===== config.mk =====
export PLATFORM = sky130hd
export DESIGN_NAME = mux_arr_rr_arbiter
export DESIGN_NICKNAME = d
export VERILOG_FILES = /design/src/rtl/mux_arr_rr_arbiter.sv
export SDC_FILE = /design/constraint.sdc
export NUM_CORES = 1
export LEC_CHECK = 0
export BUFFER_PORTS_ARGS = -buffer_cell sky130_fd_sc_hd__buf_2
export CORE_AREA = 2 2 39 41
export CTS_CLUSTER_DIAMETER = 100
export CTS_CLUSTER_SIZE = 30
export DETAILED_ROUTE_END_ITERATION = 7
export DIE_AREA = 0 0 41 43
export GPL_TIMING_DRIVEN = 0
export PLACE_DENSITY_LB_ADDON = 0.25
export SLEW_MARGIN = 15
export SYNTH_ARGS = -nofsm -noshare
export SYNTH_HDL_FRONTEND = slang
export SYNTH_SLANG_ARGS = --single-unit

===== constraint.sdc =====
create_clock -name CLK -period 1.23 [get_ports CLK]
set_clock_uncertainty 0.1 [all_clocks]
set_input_delay 0.0615 -clock CLK [delete_from_list [all_inputs] [get_ports CLK]]
set_output_delay 0.0615 -clock CLK [all_outputs]
set_load 0.03 [all_outputs]

===== src/rtl/mux_arr_rr_arbiter.sv =====
// Round-robin arbiter feeding a shared 2:1 array mux into a one-entry registered output slot.
// Optional per-requester grant counters are enabled by defining MUX_ARR_ARB_CNT_EN.
module mux_arr_rr_arbiter #(
    parameter int WIDTH = 2,
    parameter int ELEMS = 2,
    parameter int CNTW  = 16
) (
    input  logic                         CLK,
    input  logic                         ASYNCRESETN,
    input  logic [ELEMS-1:0][WIDTH-1:0]  I0,
    input  logic                         I0_valid,
    output logic                         I0_ready,
    input  logic [ELEMS-1:0][WIDTH-1:0]  I1,
    input  logic                         I1_valid,
    output logic                         I1_ready,
    output logic [ELEMS-1:0][WIDTH-1:0]  O,
    output logic                         O_valid,
    input  logic                         O_ready,
    output logic                         O_src,
    output logic                         S
`ifdef MUX_ARR_ARB_CNT_EN
    ,
    input  logic                         cnt_clr,
    output logic [CNTW-1:0]              gnt0_cnt,
    output logic [CNTW-1:0]              gnt1_cnt
`endif
);

    // Saturating increment shared by both grant counters.
    function automatic logic [CNTW-1:0] sat_inc(input logic [CNTW-1:0] v);
        return (v == {CNTW{1'b1}}) ? v : v + CNTW'(1);
    endfunction

    logic                         free_s;
    logic                         grant_vld_s;
    logic                         grant_idx_s;
    logic                         last_grant_r;
    logic [ELEMS-1:0][WIDTH-1:0]  mux_data_s;

    // Grant decision: the slot must be free; contention goes to the requester not served last.
    always_comb begin
        free_s      = !O_valid || O_ready;
        grant_vld_s = 1'b0;
        grant_idx_s = last_grant_r;
        if (free_s) begin
            case ({I1_valid, I0_valid})
                2'b01: begin
                    grant_vld_s = 1'b1;
                    grant_idx_s = 1'b0;
                end
                2'b10: begin
                    grant_vld_s = 1'b1;
                    grant_idx_s = 1'b1;
                end
                2'b11: begin
                    grant_vld_s = 1'b1;
                    grant_idx_s = !last_grant_r;
                end
                default: begin
                    grant_vld_s = 1'b0;
                    grant_idx_s = last_grant_r;
                end
            endcase
        end else begin
            grant_vld_s = 1'b0;
            grant_idx_s = last_grant_r;
        end
    end

    // Select and handshakes; with no grant the select parks on the last winner.
    always_comb begin
        S          = grant_idx_s;
        I0_ready   = grant_vld_s && (grant_idx_s == 1'b0);
        I1_ready   = grant_vld_s && (grant_idx_s == 1'b1);
        mux_data_s = I0;
        if (grant_idx_s) begin
            mux_data_s = I1;
        end else begin
            mux_data_s = I0;
        end
    end

    // Output slot: a load wins over a drain so back-to-back transfers leave no bubble.
    always_ff @(posedge CLK or negedge ASYNCRESETN) begin
        if (!ASYNCRESETN) begin
            O            <= '0;
            O_valid      <= 1'b0;
            O_src        <= 1'b0;
            last_grant_r <= 1'b1;
        end else if (grant_vld_s) begin
            O            <= mux_data_s;
            O_valid      <= 1'b1;
            O_src        <= grant_idx_s;
            last_grant_r <= grant_idx_s;
        end else if (O_valid && O_ready) begin
            O_valid      <= 1'b0;
        end
    end

`ifdef MUX_ARR_ARB_CNT_EN
    // Requester 0 grant counter; a clear coinciding with a grant restarts at one.
    always_ff @(posedge CLK or negedge ASYNCRESETN) begin
        if (!ASYNCRESETN) begin
            gnt0_cnt <= '0;
        end else if (cnt_clr) begin
            gnt0_cnt <= (grant_vld_s && !grant_idx_s) ? CNTW'(1) : '0;
        end else if (grant_vld_s && !grant_idx_s) begin
            gnt0_cnt <= sat_inc(gnt0_cnt);
        end
    end

    // Requester 1 grant counter, same clear/saturation behaviour.
    always_ff @(posedge CLK or negedge ASYNCRESETN) begin
        if (!ASYNCRESETN) begin
            gnt1_cnt <= '0;
        end else if (cnt_clr) begin
            gnt1_cnt <= (grant_vld_s && grant_idx_s) ? CNTW'(1) : '0;
        end else if (grant_vld_s && grant_idx_s) begin
            gnt1_cnt <= sat_inc(gnt1_cnt);
        end
    end
`endif

endmodule


== After elaboration in Yosys (flattened, before gate mapping) ==
Cells that the tools add are included.
Word-level totals
  bits in registers: 7
  bits of input ports: 13
  output and inout bits: 9
  logic and storage cells: 24
Operators by class
  equal/unequal tests: 3
  multiplexer cells: 7
  bitwise operators: 1
  reductions and logical operators: 8
Operator list (count)
  1-bit 2-to-1 mux: 5
  2-bit equality test, second input constant: 2
  4-bit 2-to-1 mux: 1
  1-bit logical AND: 3
  1-bit case mux with 3 select lines: 1
  3-bit OR reduction: 1
  2-bit by 1-bit equality test with 1-bit output, second input constant: 1
  1-bit logical NOT: 2
  2-bit nonzero test: 1
  1-bit logical OR: 1
  1-bit inverter: 1

== Logic depth before layout (Yosys ltp) ==
  word-level depth: 5
  depth in mapped cells: 4
  depth with buffers taken out: 4

== Worst setup path before layout ==
No wires, ideal clock.
  path type: register -> output
  start point: register O_valid
  end point: output port S
  data arrival time: 1271 ps
  required time: 1069 ps
  setup slack: -202 ps
  stages on the path, launching flop included: 4
  path buffers: 0
  cell sequence: dfrtp_1 nand2b_4 a21oi_1 a31oi_1
On the way
  cells in the longest elaborated chain, start to end: 3
RTL lines
  start: declaration: line 17  | output logic O_valid,
  start signal: assignment: line 87  | O_valid <= 1'b0;
  start signal: assignment: line 92  | O_valid <= 1'b1;
  start signal: assignment: line 96  | O_valid <= 1'b0;
  1-bit logical NOT: line 42  | free_s = !O_valid || O_ready;
  1-bit logical OR: line 42
  1-bit 2-to-1 mux: line 45  | if (free_s) begin
  end: declaration: line 20  | output logic S
Every way passes these cells.

== Worst setup path in the final report ==
  start point: register last_grant_r
  end point: output port I0_ready
On the way
  cells in the longest elaborated chain, start to end: 5
RTL lines
  start: declaration: line 37  | logic last_grant_r;
  start signal: assignment: line 94  | last_grant_r <= grant_idx_s;
  1-bit logical NOT: line 57  | grant_idx_s = !last_grant_r;
  1-bit case mux with 3 select lines: line 46  | case ({I1_valid, I0_valid})
  1-bit 2-to-1 mux *: line 45
  1-bit inverter *: line 73  | I0_ready = grant_vld_s && (grant_idx_s == 1'b0);
  1-bit logical AND *: line 73
  end: declaration: line 12  | output logic I0_ready,
Mark *: on every way between the ends. The rest lies on a longest branch, timed or not.

==> flow_summary.ini <==
[sta]
slew_viol_final = 0
fin_ws_ps = -144.4
final_hold_viol_count = 0
finalCritPeriodShare_pct = 111.7
finalCriticalPeriod_ps = 1374
worst_pin_slew_ps = 264.1
final-setup-viol-count = 7
rsz0062_at_grt = true
slew_headroom_pct = 82.33
fmax_ghz = 0.7276

[clock_network]
cts_made_buffers = 3
cts-root-buf = clkbuf_4
cts_tree = done
clock_path_buffers = 2
clk_latency_ps = 250
cts.clk_slew.worst_paths_ps = 50
cts_sinks = 7
htree_levels = 1

[power]
totalPowerFinal_uw = 863.2
p_leak_uw = 0.0003571
p_clk_share_pct = 24.2
ir_drop_mv = 0.4749
power.switching_uw = 307.4
pwr-share-comb_pct = 41.0
power_density_mw_per_mm2 = 1254
intPower_uw = 555.8
netSwitchingFraction_pct = 35.61
seqPwrFrac_pct = 34.8

[die]
rows = 14
pin_count = 22
design.core.area_mm2 = 0.001384
die_x_um = 41
dieArea_mm2 = 0.001763
die_h_um = 43
start_util_pct = 25.68

[worst_setup_path]
crit_path_end_kind = output port
path_cells = nand2b_4 -> nand3_4 -> inv_2 -> buf_6
cp_top_family = flip-flops
rr_worst_depth = 4
cpPeakStageDelay_ps = 570
worstReg2RegEnd = O[2]
slowest_stage = dfstp_2
reg2reg_slack_ps = -70
cp_data_arrival_time_ps = 1210
cp_max_fo = 5
path_buf_inv = 2
crit_type = reg -> out
required_ps = 1070
timing.rr.start = last_grant_r
worstSetupStartpointType = flop

[route]
vias = 397
drtPass1Iterations = 1
wire_per_inst_um = 10.92
detail-route-antenna-nets = 0
wl_um = 994
drc = 0
routed_via_density = 4.363
drt_iter0_drc = 0

[global_routing]
use_met3_pct = 4.712
use_met2_pct = 20.00
antenna_found_initial = 0
busiest_layer = met2
grt_usage_pct = 13.98
first_global_vias = 384
grt_pass1_wl_um = 1580
gr-total-overflow = 0
grt_max_degree = 8
met1_usage_pct = 15.56

[outcome]
violations = negative setup slack
status = finished, violations left

[hold_path]
worstHoldPathCells = 3
min_to = O[1]
hp-start = I0[1]
hold_path.class = in -> reg

[logic_synthesis]
async_flop_share_pct = 100.0
ys_seq_elements = 7
yosys.area_share.simple_pct = 17.25
synth_flop_cell = dfrtp_1
synth_common_cells = 9 x inv_1, 6 x dfrtp_1, 4 x o21ai_0, 4 x o221ai_1, 3 x nand2_1
syn_area_per_cell_um2 = 9.351
synth.area.mux_share_pct = 0
syn_area_um2 = 355.3
synth_edf_count = 0
synth_top_cell_by_area = dfrtp_1
synth_xor_area_share_pct = 0
yosysSeqAreaShare_pct = 49.65
synth_fa_ha_area_share_pct = 0
yosys_warnings = 0
syn_inst = 38
yosysUniqueCellTypes = 15
ys_top_cells_by_area = dfrtp_1 42%, o221ai_1 9.9%, inv_1 9.5%
syn-num-nets = 51
synth.most_common_cell = inv_1
synth_top_family_by_area = compound AO/OA/AOI/OAI gates
synth_top_area_share_pct = 42.25
synth_compound_area_share_pct = 22.54

[final_layout]
drive_gt1_share_pct = 57.33
nNetsFinal = 89
n_antenna_cell = 0
final_util_pct = 49.73
fillCellCount = 141
area_growth_pct = 93.66

[flow_run]
maxCapViolations = 0

[placed_design]
dpl.hpwl_um = 633.6
io_buffers = 21
gp_congestion = 0.7085
==> worst min-delay path: cells and delay by family <==
kind / cells / cell delay, ps
buf+inv: 2 / 150
compound gates: 1 / 90
==> what timing repair did <==
item | 4_1_cts | 5_1_grt
hold endpoints to repair | 12 | 0
hold buffers | 6 | 0
gates resized for setup | 9 | 5
endpoints found under the setup margin | 6 | 7
buffers inserted | 6 | 0
pin swaps | 1 | 0
==> cells in the final DEF (no fill, tap or decap), types with 2 or more instances in the layout <==
master,synthesis,layout
dfrtp_1,6,5
clkbuf_4,0,3
nand2_1,3,3
buf_4,0,5
inv_1,9,8
o221ai_2,0,3
nand2b_4,1,2
dlygate4sd3_1,0,6
buf_2,0,18
o21ai_0,4,4
inv_2,1,2
buf_6,0,4
==> cell families after synthesis <==
kind of cell           Yosys count
AO/OA/AOI/OAI                   12
buffers and inverters           10
flip-flops                       7
AND/OR/NAND/NOR                  9
==> how the worst max path moves through the flow <==
stage                             from  endpoint  slack, ps  depth (start not counted)
final                     last_grant_r  I0_ready       -140                          4
after global routing      last_grant_r  I0_ready       -190                          4
after CTS                      O_valid         S       -130                          4
after detailed placement  last_grant_r  I0_ready         -9                          4
after global placement    last_grant_r  I0_ready        -10                          4
after floorplan           last_grant_r     O_src         40                          4
==> state kept, by name (all words and copies together) (netlist names) <==
name / count
last_grant_r: 1
O: 4
O_valid: 1
O_src: 1
==> final cells by class <==
type	count	area (um^2)	share of cell area [%]
Sequential cell	7	177.7	25.82
Clock buffer	4	26.28	3.818
Tap cell	16	20.02	2.909
Multi-Input combinational cell	21	193.9	28.18
Timing Repair Buffer	33	232.7	33.82
Inverter	10	37.54	5.455
==> routing by layer <==
layer  wire (um)  up-vias
li1            -      205
met1         429      177
met2         506       13
met3          43        2
met4          14        0
met5           0        -
==> power groups by stage <==
stage | clock, uW | combinational, uW | sequential, uW
after global routing | 229 | 379 | 306
after global placement | 0 | 259 | 304
final | 209 | 354 | 301
after detailed placement | 0 | 260 | 306
after floorplan | 0 | 112 | 366
after CTS | 213 | 338 | 299
==> through the flow <==
stage	setup TNS (ps)	setup slack [ps]	instances	cell area (um^2)	hold slack, ps
finish	-551.9	-144.4	91	688.2	1.841
detailed placement	-11.60	-9.466	75	496.7	-196.9
floorplan	0	43.88	38	371.6	-334.1
CTS	-493.6	-129.4	91	660.6	9.381
global placement	-12.37	-12.37	75	496.7	-198.1
global route	-862.0	-187.4	91	688.2	18.17
Note: power is estimated with default switching activity, not from simulation.
